## src/rtl/sysahb_reg_slice_pkg.sv

```systemverilog
// Shared AHB-Lite encodings and slice state encoding for the system AHB register slice.
package sysahb_reg_slice_pkg;

    typedef logic [1:0] htrans_t;

    localparam htrans_t HTRANS_IDLE   = 2'b00;
    localparam htrans_t HTRANS_BUSY   = 2'b01;
    localparam htrans_t HTRANS_NONSEQ = 2'b10;
    localparam htrans_t HTRANS_SEQ    = 2'b11;

    localparam logic HRESP_OKAY  = 1'b0;
    localparam logic HRESP_ERROR = 1'b1;

    localparam logic [2:0] HBURST_SINGLE = 3'b000;

    typedef enum logic [2:0] {
        ST_IDLE  = 3'd0,
        ST_MADDR = 3'd1,
        ST_MDATA = 3'd2,
        ST_ERR1  = 3'd3,
        ST_ERR2  = 3'd4
    } state_t;

    // NONSEQ and SEQ both carry a real transfer; IDLE and BUSY do not.
    function automatic logic is_active(input htrans_t t);
        return t[1];
    endfunction

endpackage

```

## src/rtl/sysahb_reg_slice_if.sv

```systemverilog
// AHB-Lite bus bundle; the master modport drives the address/control/write data side.
interface sysahb_reg_slice_if
    import sysahb_reg_slice_pkg::*;
#(
    parameter int AW = 32,
    parameter int DW = 32
);
    logic [AW-1:0] haddr;
    htrans_t       htrans;
    logic          hwrite;
    logic [2:0]    hsize;
    logic [2:0]    hburst;
    logic [3:0]    hprot;
    logic [DW-1:0] hwdata;
    logic          hready;
    logic          hresp;
    logic [DW-1:0] hrdata;

    modport master (
        output haddr, htrans, hwrite, hsize, hburst, hprot, hwdata,
        input  hready, hresp, hrdata
    );

    modport slave (
        input  haddr, htrans, hwrite, hsize, hburst, hprot, hwdata,
        output hready, hresp, hrdata
    );
endinterface

```

## src/rtl/sysahb_reg_slice.sv

```systemverilog
// Fully registered AHB-Lite slice: one upstream transfer is replayed downstream as a
// single NONSEQ/SINGLE transfer and its response returned one cycle after completion.
module sysahb_reg_slice
    import sysahb_reg_slice_pkg::*;
#(
    parameter int AW = 32,
    parameter int DW = 32
) (
    input  logic               sys_clk,
    input  logic               sys_resetn,
    sysahb_reg_slice_if.slave  s_ahb,
    sysahb_reg_slice_if.master m_ahb
);

    state_t        r_state;
    logic          r_s_hready;
    logic          r_s_hresp;
    logic [DW-1:0] r_s_hrdata;
    htrans_t       r_m_htrans;
    logic [AW-1:0] r_m_haddr;
    logic          r_m_hwrite;
    logic [2:0]    r_m_hsize;
    logic [3:0]    r_m_hprot;
    logic [DW-1:0] r_m_hwdata;

    logic w_accept;

    // Upstream HREADY is high only in IDLE and ERR2, so those are the only accept points.
    assign w_accept = ((r_state == ST_IDLE) || (r_state == ST_ERR2)) && is_active(s_ahb.htrans);

    always_ff @(posedge sys_clk or negedge sys_resetn) begin
        if (!sys_resetn) begin
            r_state    <= ST_IDLE;
            r_s_hready <= 1'b1;
            r_s_hresp  <= HRESP_OKAY;
            r_s_hrdata <= '0;
            r_m_htrans <= HTRANS_IDLE;
            r_m_haddr  <= '0;
            r_m_hwrite <= 1'b0;
            r_m_hsize  <= '0;
            r_m_hprot  <= '0;
            r_m_hwdata <= '0;
        end else begin
            case (r_state)
                ST_IDLE, ST_ERR2: begin
                    r_s_hresp <= HRESP_OKAY;
                    if (w_accept) begin
                        r_state    <= ST_MADDR;
                        r_s_hready <= 1'b0;
                        r_m_htrans <= HTRANS_NONSEQ;
                        r_m_haddr  <= s_ahb.haddr;
                        r_m_hwrite <= s_ahb.hwrite;
                        r_m_hsize  <= s_ahb.hsize;
                        r_m_hprot  <= s_ahb.hprot;
                    end else begin
                        r_state    <= ST_IDLE;
                        r_s_hready <= 1'b1;
                    end
                end
                ST_MADDR: begin
                    // This cycle is the upstream data phase, so write data is valid here.
                    r_m_hwdata <= s_ahb.hwdata;
                    if (m_ahb.hready) begin
                        r_state    <= ST_MDATA;
                        r_m_htrans <= HTRANS_IDLE;
                    end
                end
                ST_MDATA: begin
                    if (m_ahb.hresp == HRESP_ERROR) begin
                        r_state   <= ST_ERR1;
                        r_s_hresp <= HRESP_ERROR;
                    end else if (m_ahb.hready) begin
                        r_state    <= ST_IDLE;
                        r_s_hready <= 1'b1;
                        if (!r_m_hwrite) begin
                            r_s_hrdata <= m_ahb.hrdata;
                        end
                    end
                end
                ST_ERR1: begin
                    r_state    <= ST_ERR2;
                    r_s_hready <= 1'b1;
                end
                default: begin
                    r_state    <= ST_IDLE;
                    r_s_hready <= 1'b1;
                    r_s_hresp  <= HRESP_OKAY;
                    r_m_htrans <= HTRANS_IDLE;
                end
            endcase
        end
    end

    assign s_ahb.hready = r_s_hready;
    assign s_ahb.hresp  = r_s_hresp;
    assign s_ahb.hrdata = r_s_hrdata;
    assign m_ahb.haddr  = r_m_haddr;
    assign m_ahb.htrans = r_m_htrans;
    assign m_ahb.hwrite = r_m_hwrite;
    assign m_ahb.hsize  = r_m_hsize;
    assign m_ahb.hburst = HBURST_SINGLE;
    assign m_ahb.hprot  = r_m_hprot;
    assign m_ahb.hwdata = r_m_hwdata;

endmodule

```

## src/flat_wrapper.sv

```systemverilog
// flat-port wrapper written by rule: the top's interface ports become plain ports
module sysahb_reg_slice_flat import sysahb_reg_slice_pkg::*;
#(
    parameter int AW = 32,
    parameter int DW = 32
)
  (sys_clk, sys_resetn, s_ahb_haddr, s_ahb_htrans, s_ahb_hwrite, s_ahb_hsize, s_ahb_hburst, s_ahb_hprot, s_ahb_hwdata, s_ahb_hready, s_ahb_hresp, s_ahb_hrdata, m_ahb_haddr, m_ahb_htrans, m_ahb_hwrite, m_ahb_hsize, m_ahb_hburst, m_ahb_hprot, m_ahb_hwdata, m_ahb_hready, m_ahb_hresp, m_ahb_hrdata);
  sysahb_reg_slice_if #(.AW(AW), .DW(DW)) s_ahb_i ();
  sysahb_reg_slice_if #(.AW(AW), .DW(DW)) m_ahb_i ();
  input  logic sys_clk;
  input  logic sys_resetn;
  input wire logic [$bits(s_ahb_i.haddr)-1:0] s_ahb_haddr;
  input wire logic [$bits(s_ahb_i.htrans)-1:0] s_ahb_htrans;
  input wire logic [$bits(s_ahb_i.hwrite)-1:0] s_ahb_hwrite;
  input wire logic [$bits(s_ahb_i.hsize)-1:0] s_ahb_hsize;
  input wire logic [$bits(s_ahb_i.hburst)-1:0] s_ahb_hburst;
  input wire logic [$bits(s_ahb_i.hprot)-1:0] s_ahb_hprot;
  input wire logic [$bits(s_ahb_i.hwdata)-1:0] s_ahb_hwdata;
  output wire logic [$bits(s_ahb_i.hready)-1:0] s_ahb_hready;
  output wire logic [$bits(s_ahb_i.hresp)-1:0] s_ahb_hresp;
  output wire logic [$bits(s_ahb_i.hrdata)-1:0] s_ahb_hrdata;
  output wire logic [$bits(m_ahb_i.haddr)-1:0] m_ahb_haddr;
  output wire logic [$bits(m_ahb_i.htrans)-1:0] m_ahb_htrans;
  output wire logic [$bits(m_ahb_i.hwrite)-1:0] m_ahb_hwrite;
  output wire logic [$bits(m_ahb_i.hsize)-1:0] m_ahb_hsize;
  output wire logic [$bits(m_ahb_i.hburst)-1:0] m_ahb_hburst;
  output wire logic [$bits(m_ahb_i.hprot)-1:0] m_ahb_hprot;
  output wire logic [$bits(m_ahb_i.hwdata)-1:0] m_ahb_hwdata;
  input wire logic [$bits(m_ahb_i.hready)-1:0] m_ahb_hready;
  input wire logic [$bits(m_ahb_i.hresp)-1:0] m_ahb_hresp;
  input wire logic [$bits(m_ahb_i.hrdata)-1:0] m_ahb_hrdata;
  assign s_ahb_i.haddr = s_ahb_haddr;
  assign s_ahb_i.htrans = s_ahb_htrans;
  assign s_ahb_i.hwrite = s_ahb_hwrite;
  assign s_ahb_i.hsize = s_ahb_hsize;
  assign s_ahb_i.hburst = s_ahb_hburst;
  assign s_ahb_i.hprot = s_ahb_hprot;
  assign s_ahb_i.hwdata = s_ahb_hwdata;
  assign s_ahb_hready = s_ahb_i.hready;
  assign s_ahb_hresp = s_ahb_i.hresp;
  assign s_ahb_hrdata = s_ahb_i.hrdata;
  assign m_ahb_haddr = m_ahb_i.haddr;
  assign m_ahb_htrans = m_ahb_i.htrans;
  assign m_ahb_hwrite = m_ahb_i.hwrite;
  assign m_ahb_hsize = m_ahb_i.hsize;
  assign m_ahb_hburst = m_ahb_i.hburst;
  assign m_ahb_hprot = m_ahb_i.hprot;
  assign m_ahb_hwdata = m_ahb_i.hwdata;
  assign m_ahb_i.hready = m_ahb_hready;
  assign m_ahb_i.hresp = m_ahb_hresp;
  assign m_ahb_i.hrdata = m_ahb_hrdata;
  sysahb_reg_slice #(.AW(AW), .DW(DW)) u_core (.sys_clk(sys_clk), .sys_resetn(sys_resetn), .s_ahb(s_ahb_i), .m_ahb(m_ahb_i));
endmodule
```

## config.mk

```make
export PLATFORM = sky130hd
export DESIGN_NAME = sysahb_reg_slice_flat
export DESIGN_NICKNAME = d
export VERILOG_FILES = /design/src/rtl/sysahb_reg_slice_pkg.sv /design/src/rtl/sysahb_reg_slice_if.sv /design/src/rtl/sysahb_reg_slice.sv /design/src/flat_wrapper.sv
export SDC_FILE = /design/constraint.sdc
export NUM_CORES = 1
export LEC_CHECK = 0
export CAP_MARGIN = 5
export CORE_MARGIN = 5
export CORE_UTILIZATION = 43
export CTS_CLUSTER_DIAMETER = 100
export DETAILED_ROUTE_END_ITERATION = 7
export GPL_TIMING_DRIVEN = 0
export PLACE_DENSITY = 0.91
export SLEW_MARGIN = 20
export SYNTH_ARGS = -nofsm -noshare
export SYNTH_HDL_FRONTEND = slang
export SYNTH_SLANG_ARGS = --single-unit
```

## constraint.sdc

```tcl
create_clock -name sys_clk -period 4.5 [get_ports sys_clk]
set_input_delay 0.675 -clock sys_clk [delete_from_list [all_inputs] [get_ports sys_clk]]
set_output_delay 0.675 -clock sys_clk [all_outputs]
set_load 0.01 [all_outputs]
```

==> reports/summary.log <==
INFO  cts            worst_setup_hold_path_clk_slew=0.10ns
INFO  setup_path     crit_type=register to primary output
INFO  global_route   grtUsageTotal=0.186
INFO  setup_path     r2r_cells=4
INFO  floorplan      initial_utilization=0.443
INFO  power          powerDensity=661nW/um2
INFO  routing        drc_errors=0
INFO  timing         post-route-min-period=2.15ns
INFO  routing        drtAntennaViolNets=0
INFO  cts            cts_sinks=110
INFO  power          vdd_drop_max=406uV
INFO  setup_path     rr_endpoint=u_core.m_ahb.hwdata[6]
INFO  yosys          synth_sequential_area_ratio=0.636
INFO  final_layout   finalNetCount=598
INFO  setup_path     worst_path_arrival_time=1.47ns
INFO  place          port-buffer-count=215
INFO  timing         setup_violations=0
INFO  setup_path     setup.worst_path.start=u_core.s_ahb.hready
INFO  yosys          post_synth.cell_area_avg=17.0um2
INFO  yosys          synth_top_cells_by_area=sky130_fd_sc_hd__dfrtp_1, sky130_fd_sc_hd__mux2_1, sky130_fd_sc_hd__mux2_4
INFO  yosys          most_repeated_cell_in_the_gate_level_netlist_after_synthesis=sky130_fd_sc_hd__dfrtp_1
INFO  routing        drt-initial-drc-count=70
INFO  cts            post_cts.repair.setup_buffers=0
INFO  flow_run       cap_violations=0
INFO  global_route   grt_antenna_before_repair=0
INFO  yosys          synth_top_cell_area_share=0.630
INFO  yosys          yosysWarnings=0
INFO  global_route   grt_pass1_wl=17000um
INFO  cts            post_cts_sizing=0
INFO  timing         worst_clock_skew=0.00992ns
INFO  cts            cts_tree=done
INFO  routing        drt-vias-per-instance=4.63
INFO  setup_path     critPathBufInv=1
INFO  yosys          synth.ff_latch_count=110
INFO  final_layout   antenna_cells=0
INFO  floorplan      core=9770um2
INFO  global_route   grt_max_degree=68
INFO  cts            post_cts_hold_buffer_count=0
INFO  setup_path     setup.reg_to_reg.worst_slack=2.85ns
INFO  yosys          number_of_different_library_cells_in_the_post_synthesis_netlist=25
INFO  floorplan      die-area=12200um2
INFO  setup_path     crit_path_max_fo=2
INFO  final_layout   fin_area=6870um2
INFO  timing         finalCritPeriodShare=0.477
INFO  routing        firstDrtPassIters=3
INFO  cts            cts_root_buf=sky130_fd_sc_hd__clkbuf_8
INFO  timing         grt_setup_unrepaired=no
INFO  routing        routedWlPerCell=17.8um
INFO  cts            cts_htree_levels=3
INFO  setup_path     critical_register_to_register_path_startpoint=u_core.r_state[1]
INFO  timing         final_max_slew_viol_count=0
INFO  setup_path     cpMaxStageDelayCell=sky130_fd_sc_hd__clkdlybuf4s50_1
INFO  routing        postRouteWirelength=11100um
INFO  yosys          post_synth_most_frequent_cells=sky130_fd_sc_hd__dfrtp_1, sky130_fd_sc_hd__mux2_1, sky130_fd_sc_hd__mux2_2
INFO  cts            number_of_cts_inserted_buffers=9
INFO  place          post-dp-hpwl=8710um
INFO  timing         whs=0.213ns
INFO  status         result_of_the_run=finished clean
INFO  place          placement.cell_area=6690um2
INFO  yosys          asyncSetResetFlopFracSynth=1.00
INFO  global_route   grt_overflow_total=0
INFO  setup_path     gate_family_responsible_for_the_most_delay_along_the_worst_path=buffers and inverters
INFO  timing         hold_violations=0
INFO  floorplan      die_h=110um
INFO  yosys          synth_cells=255
INFO  setup_path     worst_path_largest_cell_delay=0.57ns
INFO  timing         totalNegativeSetupSlack=0ns
INFO  routing        dr_total_vias=2887
INFO  place          place_congestion=0.728
INFO  timing         clock.fmax=466MHz
INFO  yosys          synth_enable_flop_cells=0
INFO  floorplan      dieWidth=110um
INFO  power          static-leakage-power=3.00nW
INFO  place          place.detailed.instances=607
INFO  worst_hold_path worstHoldPathType=input port to async pin
INFO  setup_path     worstPathCellList=clkdlybuf4s50_1
INFO  final_layout   fraction_of_final_layout_cells_with_drive_strength_greater_than_1=0.200
INFO  final_layout   instances_no_fill=623
INFO  yosys          synth_area_leader_cell=sky130_fd_sc_hd__dfrtp_1
INFO  final_layout   synthesis_to_layout_area_growth=58.8%
INFO  yosys          dominantRegCellSynth=sky130_fd_sc_hd__dfrtp_1
INFO  cts            clk_latency=0.37ns
INFO  setup_path     timing.critical_path.to_type=primary output
INFO  cts            clock_tree.buffer_depth=2
INFO  setup_path     cp.required=3.83ns
INFO  setup_path     worstSetupStartpointType=register
INFO  global_route   grt_pass1_vias=3288
INFO  yosys          syn-cell-area=4330um2
INFO  floorplan      row_count=36
INFO  floorplan      num_io_pins=224
worst max path at each step:
stage | end | slack [ns] | depth (start not counted)
after global routing | s_ahb_hready | 2.33 | 1
final | s_ahb_hready | 2.35 | 1
after CTS | s_ahb_hready | 2.33 | 1
after floorplan | u_core.s_ahb.hrdata[10] | 2.88 | 4
after detailed placement | u_core.s_ahb.hrdata[25] | 2.16 | 5
after global placement | u_core.m_ahb.haddr[27] | -1.24 | 1
power breakdown:
group          switching (mW)  leakage, nW  total [mW]  internal [mW]
logic                   0.810         1.59        2.24           1.43
clock network           0.328       0.0913       0.559          0.231
registers               0.261         1.32        1.74           1.48
total                    1.40         3.00        4.54           3.14
cells in the final DEF (no fill, tap or decap), types with 4 or more instances in the layout:
| cell | instances |
|---|---|
| sky130_fd_sc_hd__mux2_4 | 30 |
| sky130_fd_sc_hd__dfrtp_1 | 109 |
| sky130_fd_sc_hd__clkbuf_8 | 11 |
| sky130_fd_sc_hd__buf_6 | 8 |
| sky130_fd_sc_hd__mux2_2 | 32 |
| sky130_fd_sc_hd__buf_4 | 8 |
| sky130_fd_sc_hd__clkdlybuf4s50_1 | 214 |
| sky130_fd_sc_hd__mux2_1 | 42 |
| sky130_fd_sc_hd__conb_1 | 4 |
cells by family (layout without fill, tap and decap cells):
kind of cell	after synthesis	after routing	share of synthesized area
AO/OA/AOI/OAI	8	8	0.0119
AND/OR/NAND/NOR	14	14	0.0197
buffers and inverters	18	250	0.0347
multiplexers	104	104	0.297
other	1	4	0.000866
flip-flops	110	110	0.636
per-layer routing:
layer / vias up / global-route usage / wire length [um]
met1: 1400 / 0.200 / 3960
met2: 131 / 0.334 / 5750
li1: 1335 / - / -
met3: 21 / 0.0606 / 1110
met5: - / 0 / 0
met4: 0 / 0.0792 / 260
stage by stage:
stage          utilization  power, mW  worst slack [ns]
6_report             0.703       4.54              2.35
3_5_place_dp         0.684       4.04              2.16
5_1_grt              0.703       4.81              2.33
4_1_cts              0.703       4.61              2.33
3_3_place_gp         0.681       3.93             -1.24
2_1_floorplan            -       2.73              2.88
final cells by class:
class,instances,area (um2)
plain buffers,16,143
clock buffers,11,151
clock inverters,5,33.8
fillers,713,2900
inverters,2,7.51
multi-input cells,130,1440
flip-flops and latches,110,2750
well taps,133,166
repair buffers,216,2180
state kept, by name, summed over array words and instances, names as in the netlist:
signal	flops
u_core.s_ahb.hrdata	32
u_core.m_ahb.hsize	3
u_core.s_ahb.hresp	1
u_core.m_ahb.haddr	32
u_core.m_ahb.htrans	1
u_core.m_ahb.hprot	4
u_core.r_state	3
u_core.s_ahb.hready	1
u_core.m_ahb.hwrite	1
u_core.m_ahb.hwdata	32
Power figures use the tool's default switching activity.
